[src/rtl/decode_sram_sequencer_pkg.sv]
// Shared types and constants for the decompressor top-level sequencer:
// milestone states, SRAM port owners and the image segment base addresses.
package decode_sram_sequencer_pkg;

  typedef enum logic [2:0] {
    S_IDLE     = 3'd0,
    S_UART     = 3'd1,
    S_M2_START = 3'd2,
    S_M2_WAIT  = 3'd3,
    S_M1_START = 3'd4,
    S_M1_WAIT  = 3'd5,
    S_DONE     = 3'd6,
    S_ERROR    = 3'd7
  } seq_state_type;

  typedef enum logic [2:0] {
    OWN_NONE,
    OWN_VGA,
    OWN_UART,
    OWN_M1,
    OWN_M2
  } sram_owner_type;

  // SRAM segment start addresses (16-bit words).
  localparam logic [17:0] SEG_Y_START   = 18'd0;
  localparam logic [17:0] SEG_U_START   = 18'd38400;
  localparam logic [17:0] SEG_V_START   = 18'd57600;
  localparam logic [17:0] SEG_RGB_START = 18'd146944;

  // Client that owns the SRAM port while the sequencer sits in a given state.
  function automatic sram_owner_type owner_of(input seq_state_type s);
    case (s)
      S_UART:                 return OWN_UART;
      S_M2_START, S_M2_WAIT:  return OWN_M2;
      S_M1_START, S_M1_WAIT:  return OWN_M1;
      default:                return OWN_VGA;
    endcase
  endfunction

endpackage

[src/rtl/decode_sram_sequencer_sram_port_mux.sv]
// Combinational owner-select of the single SRAM_controller port. Only the
// current owner's request reaches the controller; with no owner the port is
// parked at address 0, data 0, no write.
module sram_port_mux
  import decode_sram_sequencer_pkg::*;
(
  input  sram_owner_type owner,
  input  logic [17:0]    uart_addr,
  input  logic [15:0]    uart_wdata,
  input  logic           uart_we_n,
  input  logic [17:0]    m1_addr,
  input  logic [15:0]    m1_wdata,
  input  logic           m1_we_n,
  input  logic [17:0]    m2_addr,
  input  logic [15:0]    m2_wdata,
  input  logic           m2_we_n,
  input  logic [17:0]    vga_addr,
  output logic [17:0]    sram_addr,
  output logic [15:0]    sram_wdata,
  output logic           sram_we_n
);

  // Route the owner's address/data/we_n; VGA is a read-only client.
  always_comb begin
    // NOTE: every output gets a default before the case so no path leaves it
    // unassigned, which would otherwise infer a latch.
    sram_addr  = '0;
    sram_wdata = '0;
    sram_we_n  = 1'b1;
    case (owner)
      OWN_VGA:  sram_addr = vga_addr;
      OWN_UART: begin
        sram_addr  = uart_addr;
        sram_wdata = uart_wdata;
        sram_we_n  = uart_we_n;
      end
      OWN_M1: begin
        sram_addr  = m1_addr;
        sram_wdata = m1_wdata;
        sram_we_n  = m1_we_n;
      end
      OWN_M2: begin
        sram_addr  = m2_addr;
        sram_wdata = m2_wdata;
        sram_we_n  = m2_we_n;
      end
      default: ;
    endcase
  end

endmodule

[src/rtl/decode_sram_sequencer.sv]
// Top-level milestone scheduler: UART load -> M2 -> M1 -> VGA display.
// Owns the SRAM port and hands it to one client at a time, always through a
// single owner-NONE guard cycle so the controller's registered path drains
// before the next owner drives it.
module decode_sram_sequencer
  import decode_sram_sequencer_pkg::*;
#(
  parameter int UART_TIMEOUT = 49999999,
  parameter int MS_TIMEOUT   = 2**24-1,
  parameter int CNT_W        = 32
) (
  input  logic             CLOCK_50_I,
  input  logic             resetn,
  input  logic             uart_start_n,
  input  logic [17:0]      uart_addr,
  input  logic [15:0]      uart_wdata,
  input  logic             uart_we_n,
  output logic             uart_init,
  output logic             uart_enable,
  input  logic [17:0]      m2_addr,
  input  logic [15:0]      m2_wdata,
  input  logic             m2_we_n,
  output logic             m2_start,
  input  logic             m2_done,
  input  logic [17:0]      m1_addr,
  input  logic [15:0]      m1_wdata,
  input  logic             m1_we_n,
  output logic             m1_start,
  input  logic             m1_done,
  input  logic [17:0]      vga_addr,
  output logic             VGA_enable,
  output logic [17:0]      SRAM_address,
  output logic [15:0]      SRAM_write_data,
  output logic             SRAM_we_n,
  output logic [2:0]       seq_state,
  output logic [CNT_W-1:0] m2_cycles,
  output logic [CNT_W-1:0] m1_cycles,
  output logic             seq_error
);

  localparam int UT_W = $clog2(UART_TIMEOUT + 1);
  localparam int WD_W = $clog2(MS_TIMEOUT + 1);
  localparam logic [UT_W-1:0] UART_LIMIT = UT_W'(UART_TIMEOUT);
  localparam logic [WD_W-1:0] MS_LIMIT   = WD_W'(MS_TIMEOUT);

  seq_state_type  state_q, state_d, pend_q, pend_d, go_to;
  sram_owner_type owner_q, owner_d;
  logic           guard_q, guard_d, go_guard;
  logic           uart_init_q, uart_init_d;
  logic           seq_error_q, seq_error_d;
  logic [UT_W-1:0]  uart_timer_q, uart_timer_d;
  logic [WD_W-1:0]  wd_q, wd_d;
  logic [CNT_W-1:0] m2_cnt_q, m2_cnt_d, m1_cnt_q, m1_cnt_d;

  // State, owner and timer registers.
  always_ff @(posedge CLOCK_50_I or negedge resetn) begin
    if (!resetn) begin
      state_q      <= S_IDLE;
      pend_q       <= S_IDLE;
      owner_q      <= OWN_VGA;
      guard_q      <= 1'b0;
      uart_init_q  <= 1'b0;
      seq_error_q  <= 1'b0;
      uart_timer_q <= '0;
      wd_q         <= '0;
      m2_cnt_q     <= '0;
      m1_cnt_q     <= '0;
    end else begin
      // NOTE: non-blocking updates so every register samples pre-edge values.
      state_q      <= state_d;
      pend_q       <= pend_d;
      owner_q      <= owner_d;
      guard_q      <= guard_d;
      uart_init_q  <= uart_init_d;
      seq_error_q  <= seq_error_d;
      uart_timer_q <= uart_timer_d;
      wd_q         <= wd_d;
      m2_cnt_q     <= m2_cnt_d;
      m1_cnt_q     <= m1_cnt_d;
    end
  end

  // Next-state logic: a transition that changes owner first parks the port
  // for one guard cycle, remembering the target state in pend_q.
  always_comb begin
    state_d      = state_q;
    pend_d       = pend_q;
    owner_d      = owner_q;
    guard_d      = 1'b0;
    uart_init_d  = 1'b0;
    seq_error_d  = seq_error_q;
    uart_timer_d = uart_timer_q;
    wd_d         = wd_q;
    m2_cnt_d     = m2_cnt_q;
    m1_cnt_d     = m1_cnt_q;
    go_guard     = 1'b0;
    go_to        = S_IDLE;

    if (guard_q) begin
      state_d = pend_q;
      owner_d = owner_of(pend_q);
      if (pend_q == S_UART) begin
        uart_init_d  = 1'b1;
        seq_error_d  = 1'b0;
        uart_timer_d = '0;
        m2_cnt_d     = '0;
        m1_cnt_d     = '0;
      end
    end else begin
      unique case (state_q)
        S_IDLE, S_DONE, S_ERROR: begin
          if (!uart_start_n) begin
            go_guard = 1'b1;
            go_to    = S_UART;
          end
        end
        S_UART: begin
          // Any write restarts the silence timer.
          uart_timer_d = uart_we_n ? uart_timer_q + UT_W'(1) : '0;
          if (uart_timer_d == UART_LIMIT) begin
            go_guard = 1'b1;
            go_to    = S_M2_START;
          end
        end
        S_M2_START: begin
          m2_cnt_d = '0;
          wd_d     = '0;
          state_d  = S_M2_WAIT;
        end
        S_M2_WAIT: begin
          m2_cnt_d = (m2_cnt_q == '1) ? m2_cnt_q : m2_cnt_q + CNT_W'(1);
          wd_d     = wd_q + WD_W'(1);
          go_guard = m2_done || (wd_d == MS_LIMIT);
          go_to    = m2_done ? S_M1_START : S_ERROR;
          // A done in the timeout cycle takes priority over the error.
          if (!m2_done && wd_d == MS_LIMIT) seq_error_d = 1'b1;
        end
        S_M1_START: begin
          m1_cnt_d = '0;
          wd_d     = '0;
          state_d  = S_M1_WAIT;
        end
        S_M1_WAIT: begin
          m1_cnt_d = (m1_cnt_q == '1) ? m1_cnt_q : m1_cnt_q + CNT_W'(1);
          wd_d     = wd_q + WD_W'(1);
          go_guard = m1_done || (wd_d == MS_LIMIT);
          go_to    = m1_done ? S_DONE : S_ERROR;
          if (!m1_done && wd_d == MS_LIMIT) seq_error_d = 1'b1;
        end
        default: ;
      endcase
    end

    if (go_guard) begin
      guard_d = 1'b1;
      owner_d = OWN_NONE;
      pend_d  = go_to;
    end
  end

  sram_port_mux u_sram_port_mux (
    .owner      (owner_q),
    .uart_addr  (uart_addr),
    .uart_wdata (uart_wdata),
    .uart_we_n  (uart_we_n),
    .m1_addr    (m1_addr),
    .m1_wdata   (m1_wdata),
    .m1_we_n    (m1_we_n),
    .m2_addr    (m2_addr),
    .m2_wdata   (m2_wdata),
    .m2_we_n    (m2_we_n),
    .vga_addr   (vga_addr),
    .sram_addr  (SRAM_address),
    .sram_wdata (SRAM_write_data),
    .sram_we_n  (SRAM_we_n)
  );

  assign seq_state   = state_q;
  assign uart_init   = uart_init_q;
  assign uart_enable = (state_q == S_UART) && !guard_q && !uart_init_q;
  assign m2_start    = (state_q == S_M2_START);
  assign m1_start    = (state_q == S_M1_START);
  assign VGA_enable  = (owner_q == OWN_VGA);
  assign m2_cycles   = m2_cnt_q;
  assign m1_cycles   = m1_cnt_q;
  assign seq_error   = seq_error_q;

endmodule
[config.mk]
export PLATFORM = sky130hd
export DESIGN_NAME = decode_sram_sequencer
export DESIGN_NICKNAME = d
export VERILOG_FILES = /design/src/rtl/decode_sram_sequencer_pkg.sv /design/src/rtl/decode_sram_sequencer_sram_port_mux.sv /design/src/rtl/decode_sram_sequencer.sv
export SDC_FILE = /design/constraint.sdc
export NUM_CORES = 1
export LEC_CHECK = 0
export ABC_CLOCK_PERIOD_IN_PS = 4700
export CAP_MARGIN = 15
export CORE_ASPECT_RATIO = 0.75
export CORE_MARGIN = 8
export CORE_UTILIZATION = 40
export DETAILED_ROUTE_END_ITERATION = 8
export PLACE_DENSITY = 0.69
export SYNTH_ARGS = -nofsm -noshare
export SYNTH_HDL_FRONTEND = slang
export SYNTH_SLANG_ARGS = --single-unit
[constraint.sdc]
create_clock -name CLOCK_50_I -period 4.7 [get_ports CLOCK_50_I]
set_clock_uncertainty 0.15 [all_clocks]
set_input_delay 0.47 -clock CLOCK_50_I [delete_from_list [all_inputs] [get_ports CLOCK_50_I]]
set_output_delay 0.47 -clock CLOCK_50_I [all_outputs]
set_load 0.01 [all_outputs]
==> reports/qor.yml <==
outcome:
  outcome: "complete, but fails checks"
  violations: "negative hold slack"
synth:
  synthesis.nets: 1138
  synth-edff-count: 0
  async_flop_share_pct: 100.0
  netlist_instances: 1003
  yosys_warnings: 0
  synth_area_per_cell_um2: 8.187
  synth_compound_area_share_pct: 22.78
  synth_seq_cells: 126
  synth_flop_cell: "dfrtp_1"
  synth_xor_area_share_pct: 4.480
  muxShareOfSynthArea_pct: 2.453
  synthSimpleGateAreaFrac_pct: 26.82
  syn_area_um2: 8212
  ys_types: 67
  synth_top_family_by_area: "simple AND/OR/NAND/NOR gates"
  synthAdderAreaFrac_pct: 1.067
  yosysSeqAreaShare_pct: 38.41
clock_network:
  clk_latency_ns: 0.42
  clkSinkCount: 126
  ctsHoldBuffers: 0
  tritoncts: "built"
  clk_pin_slew_ns: 0.06
  numCtsBuffers: 17
  root_buffer: "clkbuf_16"
  cts.htree.levels: 4
  cts_setup_buffers: 0
  cts_buffer_depth: 2
  cts-resized-gates: 0
timing:
  max_freq_ghz: 0.2858
  fin_tns_setup_ns: 0
  timing.hold.ws_ns: -0.03021
  finalHoldViolations: 7
  finalCritPeriodShare_pct: 74.45
  period_minus_slack_ns: 3.499
  tightest_slew_ns: 0.9342
  fin_ws_ns: 1.201
  slew_headroom_pct: 36.93
  setup_violations: 0
  rsz0062_at_grt: "false"
  maxSlewViolCount: 0
flow_run:
  cap_viol_max_count: 0
pwr:
  comb_power_share_pct: 42.8
  clock_power_share_pct: 29.2
  power_leakage_nw: 4.397
  finalPower_w: 0.004588
  p_sw_w: 0.001805
  power_density_nw_per_um2: 404.0
  p_int_w: 0.002784
  peakVddDrop_v: 0.0002206
  p_seq_share_pct: 28.0
  switching_share_pct: 39.33
global_routing:
  grt_max_degree: 96
  track_usage_pct: 21.10
  grt_pass1_vias: 7802
  grt_pass1_wl_um: 44030
  grt-ovfl-total: 0
  antenna_found_initial: 0
detailed_routing:
  wl_um: 27580
  dr_total_vias: 8499
  routed_via_density: 5.743
  drc: 0
  wl_per_cell_um: 18.64
  ant_nets: 0
  drt-initial-drc-count: 897
  dr.pass1.iters: 5
floorplan:
  start_util_pct: 40.63
  core_area_um2: 20210
  num_rows: 45
  dieArea_um2: 25420
  ios: 236
  die_h_um: 140.1
  die_w_um: 181.4
critical_path:
  end_kind: "output pin"
  cp-start-kind: "flip-flop"
  worstPathCellList: "buf_4, and2_1, nand2_1, o21ai_0, clkdlybuf4s50_1"
  crit_path_max_incr_delay_ns: 0.64
  crit_type: "flip-flop to output pin"
  cp.arrival_ns: 2.88
  crit_fanout: 40
  critPathSlowestCell: "and2_1"
  cp.required_ns: 4.08
cells_and_area:
  fillers: 1806
  area_growth_syn_to_layout_pct: 38.29
  n_antenna_cell: 0
  drive_above_1_share_pct: 5.646
  design_area_um2: 11360
  final_net_count: 1344
  layoutNonFillerInstCount: 1480
worst_hold_path:
  hp-class: "input port to async pin"
place:
  post_dp_cell_area_um2: 10760
  gp_congestion: 0.8742
  port_buffers: 235
  dpl.cell_count: 1448
  dp_slack_ns: 1.399
  dp_hpwl_um: 20450
-- critical path, delay by kind of cell, from the launching register on --
kind	cells	cell delay, ns
AO/OA/AOI/OAI	1	0.18
flip-flops	1	0.52
AND/OR/NAND/NOR	2	0.74
buffers and inverters	2	1.02
-- Yosys cell counts (all sizes together) (3+ instances only) --
cell / number / area [um2]
o21ai: 141 / 705.7
dfrtp: 125 / 3128
nand2: 121 / 454.2
nor2: 97 / 371.6
clkbuf: 51 / 191.4
nand4: 41 / 292.8
a22oi: 35 / 262.8
nand3: 35 / 185.2
a21oi: 30 / 150.1
xor2: 24 / 210.2
o31ai: 22 / 165.2
a31oi: 21 / 131.4
and3: 21 / 131.4
inv: 21 / 78.83
o22ai: 20 / 125.1
mux2i: 19 / 190.2
nor3: 18 / 106.4
xnor2: 18 / 157.7
and2: 16 / 100.1
nor4: 16 / 118.9
and4: 12 / 105.1
buf: 11 / 57.55
nor2b: 10 / 62.56
ha: 7 / 87.58
nand3b: 6 / 45.04
o41ai: 6 / 52.55
nand2b: 5 / 31.28
or3: 5 / 36.28
or4: 5 / 41.29
a21o: 4 / 30.03
a41oi: 4 / 42.55
nand4b: 4 / 35.03
o31a: 4 / 35.03
a2111oi: 3 / 45.05
nor3b: 3 / 22.52
-- through the flow --
stage          util [%]  hold slack, ns
5_1_grt           56.18         0.04657
3_5_place_dp      53.22          0.3308
2_1_floorplan         -         0.02441
6_report          56.18        -0.03021
3_3_place_gp      53.22          0.3330
4_1_cts           56.18         0.02623
-- sequential cells by signal, summed over array words and instances (netlist names) --
register / cells
m2_cycles: 32
wd_q: 24
owner_q: 3
pend_q: 3
seq_error: 1
seq_state: 3
uart_timer_q: 26
m1_cycles: 32
uart_init: 1
guard_q: 1
-- power groups by stage --
stage          Sequential [W]  Combinational, W  Clock, W
6_report              0.00128           0.00196   0.00134
5_1_grt               0.00129           0.00215   0.00141
3_3_place_gp          0.00129           0.00193         0
3_5_place_dp          0.00130           0.00195         0
2_1_floorplan         0.00126           0.00116         0
4_1_cts               0.00128           0.00196   0.00136
-- kinds of logic after synthesis --
| kind of cell | Yosys count |
|---|---|
| and+or+nand+nor | 422 |
| AOI/OAI and AO/OA | 303 |
| DFF | 126 |
| buffers and inverters | 83 |
| xor gates and xnor gates | 42 |
| muxes | 20 |
| adders and majority gates | 7 |
-- path summary, 6_finish.rpt --
kind	startpoint	end	slack, ns	cells past startpoint
setup reg to reg	m1_cycles[0]	m1_cycles[0]	1.36	8
max in group asynchronous	resetn	owner_q[0]	3.36	2
hold reg to reg	wd_q[21]	wd_q[21]	0.34	1
setup / recovery	owner_q[0]	SRAM_write_data[2]	1.20	5
min in group CLOCK_50_I	wd_q[21]	wd_q[21]	0.34	1
hold / removal	resetn	m2_cycles[7]	-0.03	1
-- placed cells by master, fill, tap and decap left out, types with 4 or more instances in the layout --
master and instances:
clkdlybuf4s50_1 234, clkbuf_16 17, a22oi_1 35, nor2b_1 10
a31oi_1 21, nand3_1 33, clkinvlp_4 5, o22ai_1 20
ha_1 7, dfrtp_1 125, a21o_1 4, nand2b_1 5
and4_1 12, a21oi_1 30, nor4_1 13, and3_1 21
buf_4 14, nand4b_1 4, or4_1 4, or3_1 4
mux2i_1 19, o21ai_0 138, xnor2_1 18, o31ai_1 21
nor3_1 16, o41ai_1 6, inv_1 21, nand2_1 121
xor2_1 24, o31a_1 4, nand4_1 38, and2_1 16
nor2_1 96, nand3b_1 6
-- area by class of cell --
class	count	area [um2]	area share, %
Inverter	21	78.83	0.6941
Sequential cell	126	3154	27.78
Tap cell	258	322.8	2.843
Clock inverter	14	168.9	1.487
Clock buffer	18	429.2	3.779
Timing Repair Buffer	249	2459	21.65
Multi-Input combinational cell	794	4743	41.77
-- per-layer routing --
layer | share of wire (%) | vias up | track usage [%]
li1 | - | 4141 | -
met1 | 49 | 4139 | 31.69
met2 | 46 | 206 | 31.39
met3 | 4.6 | 13 | 4.160
met4 | 0.66 | 0 | 2.841
met5 | 0 | - | 0
Note: power is estimated with default switching activity, not from simulation.
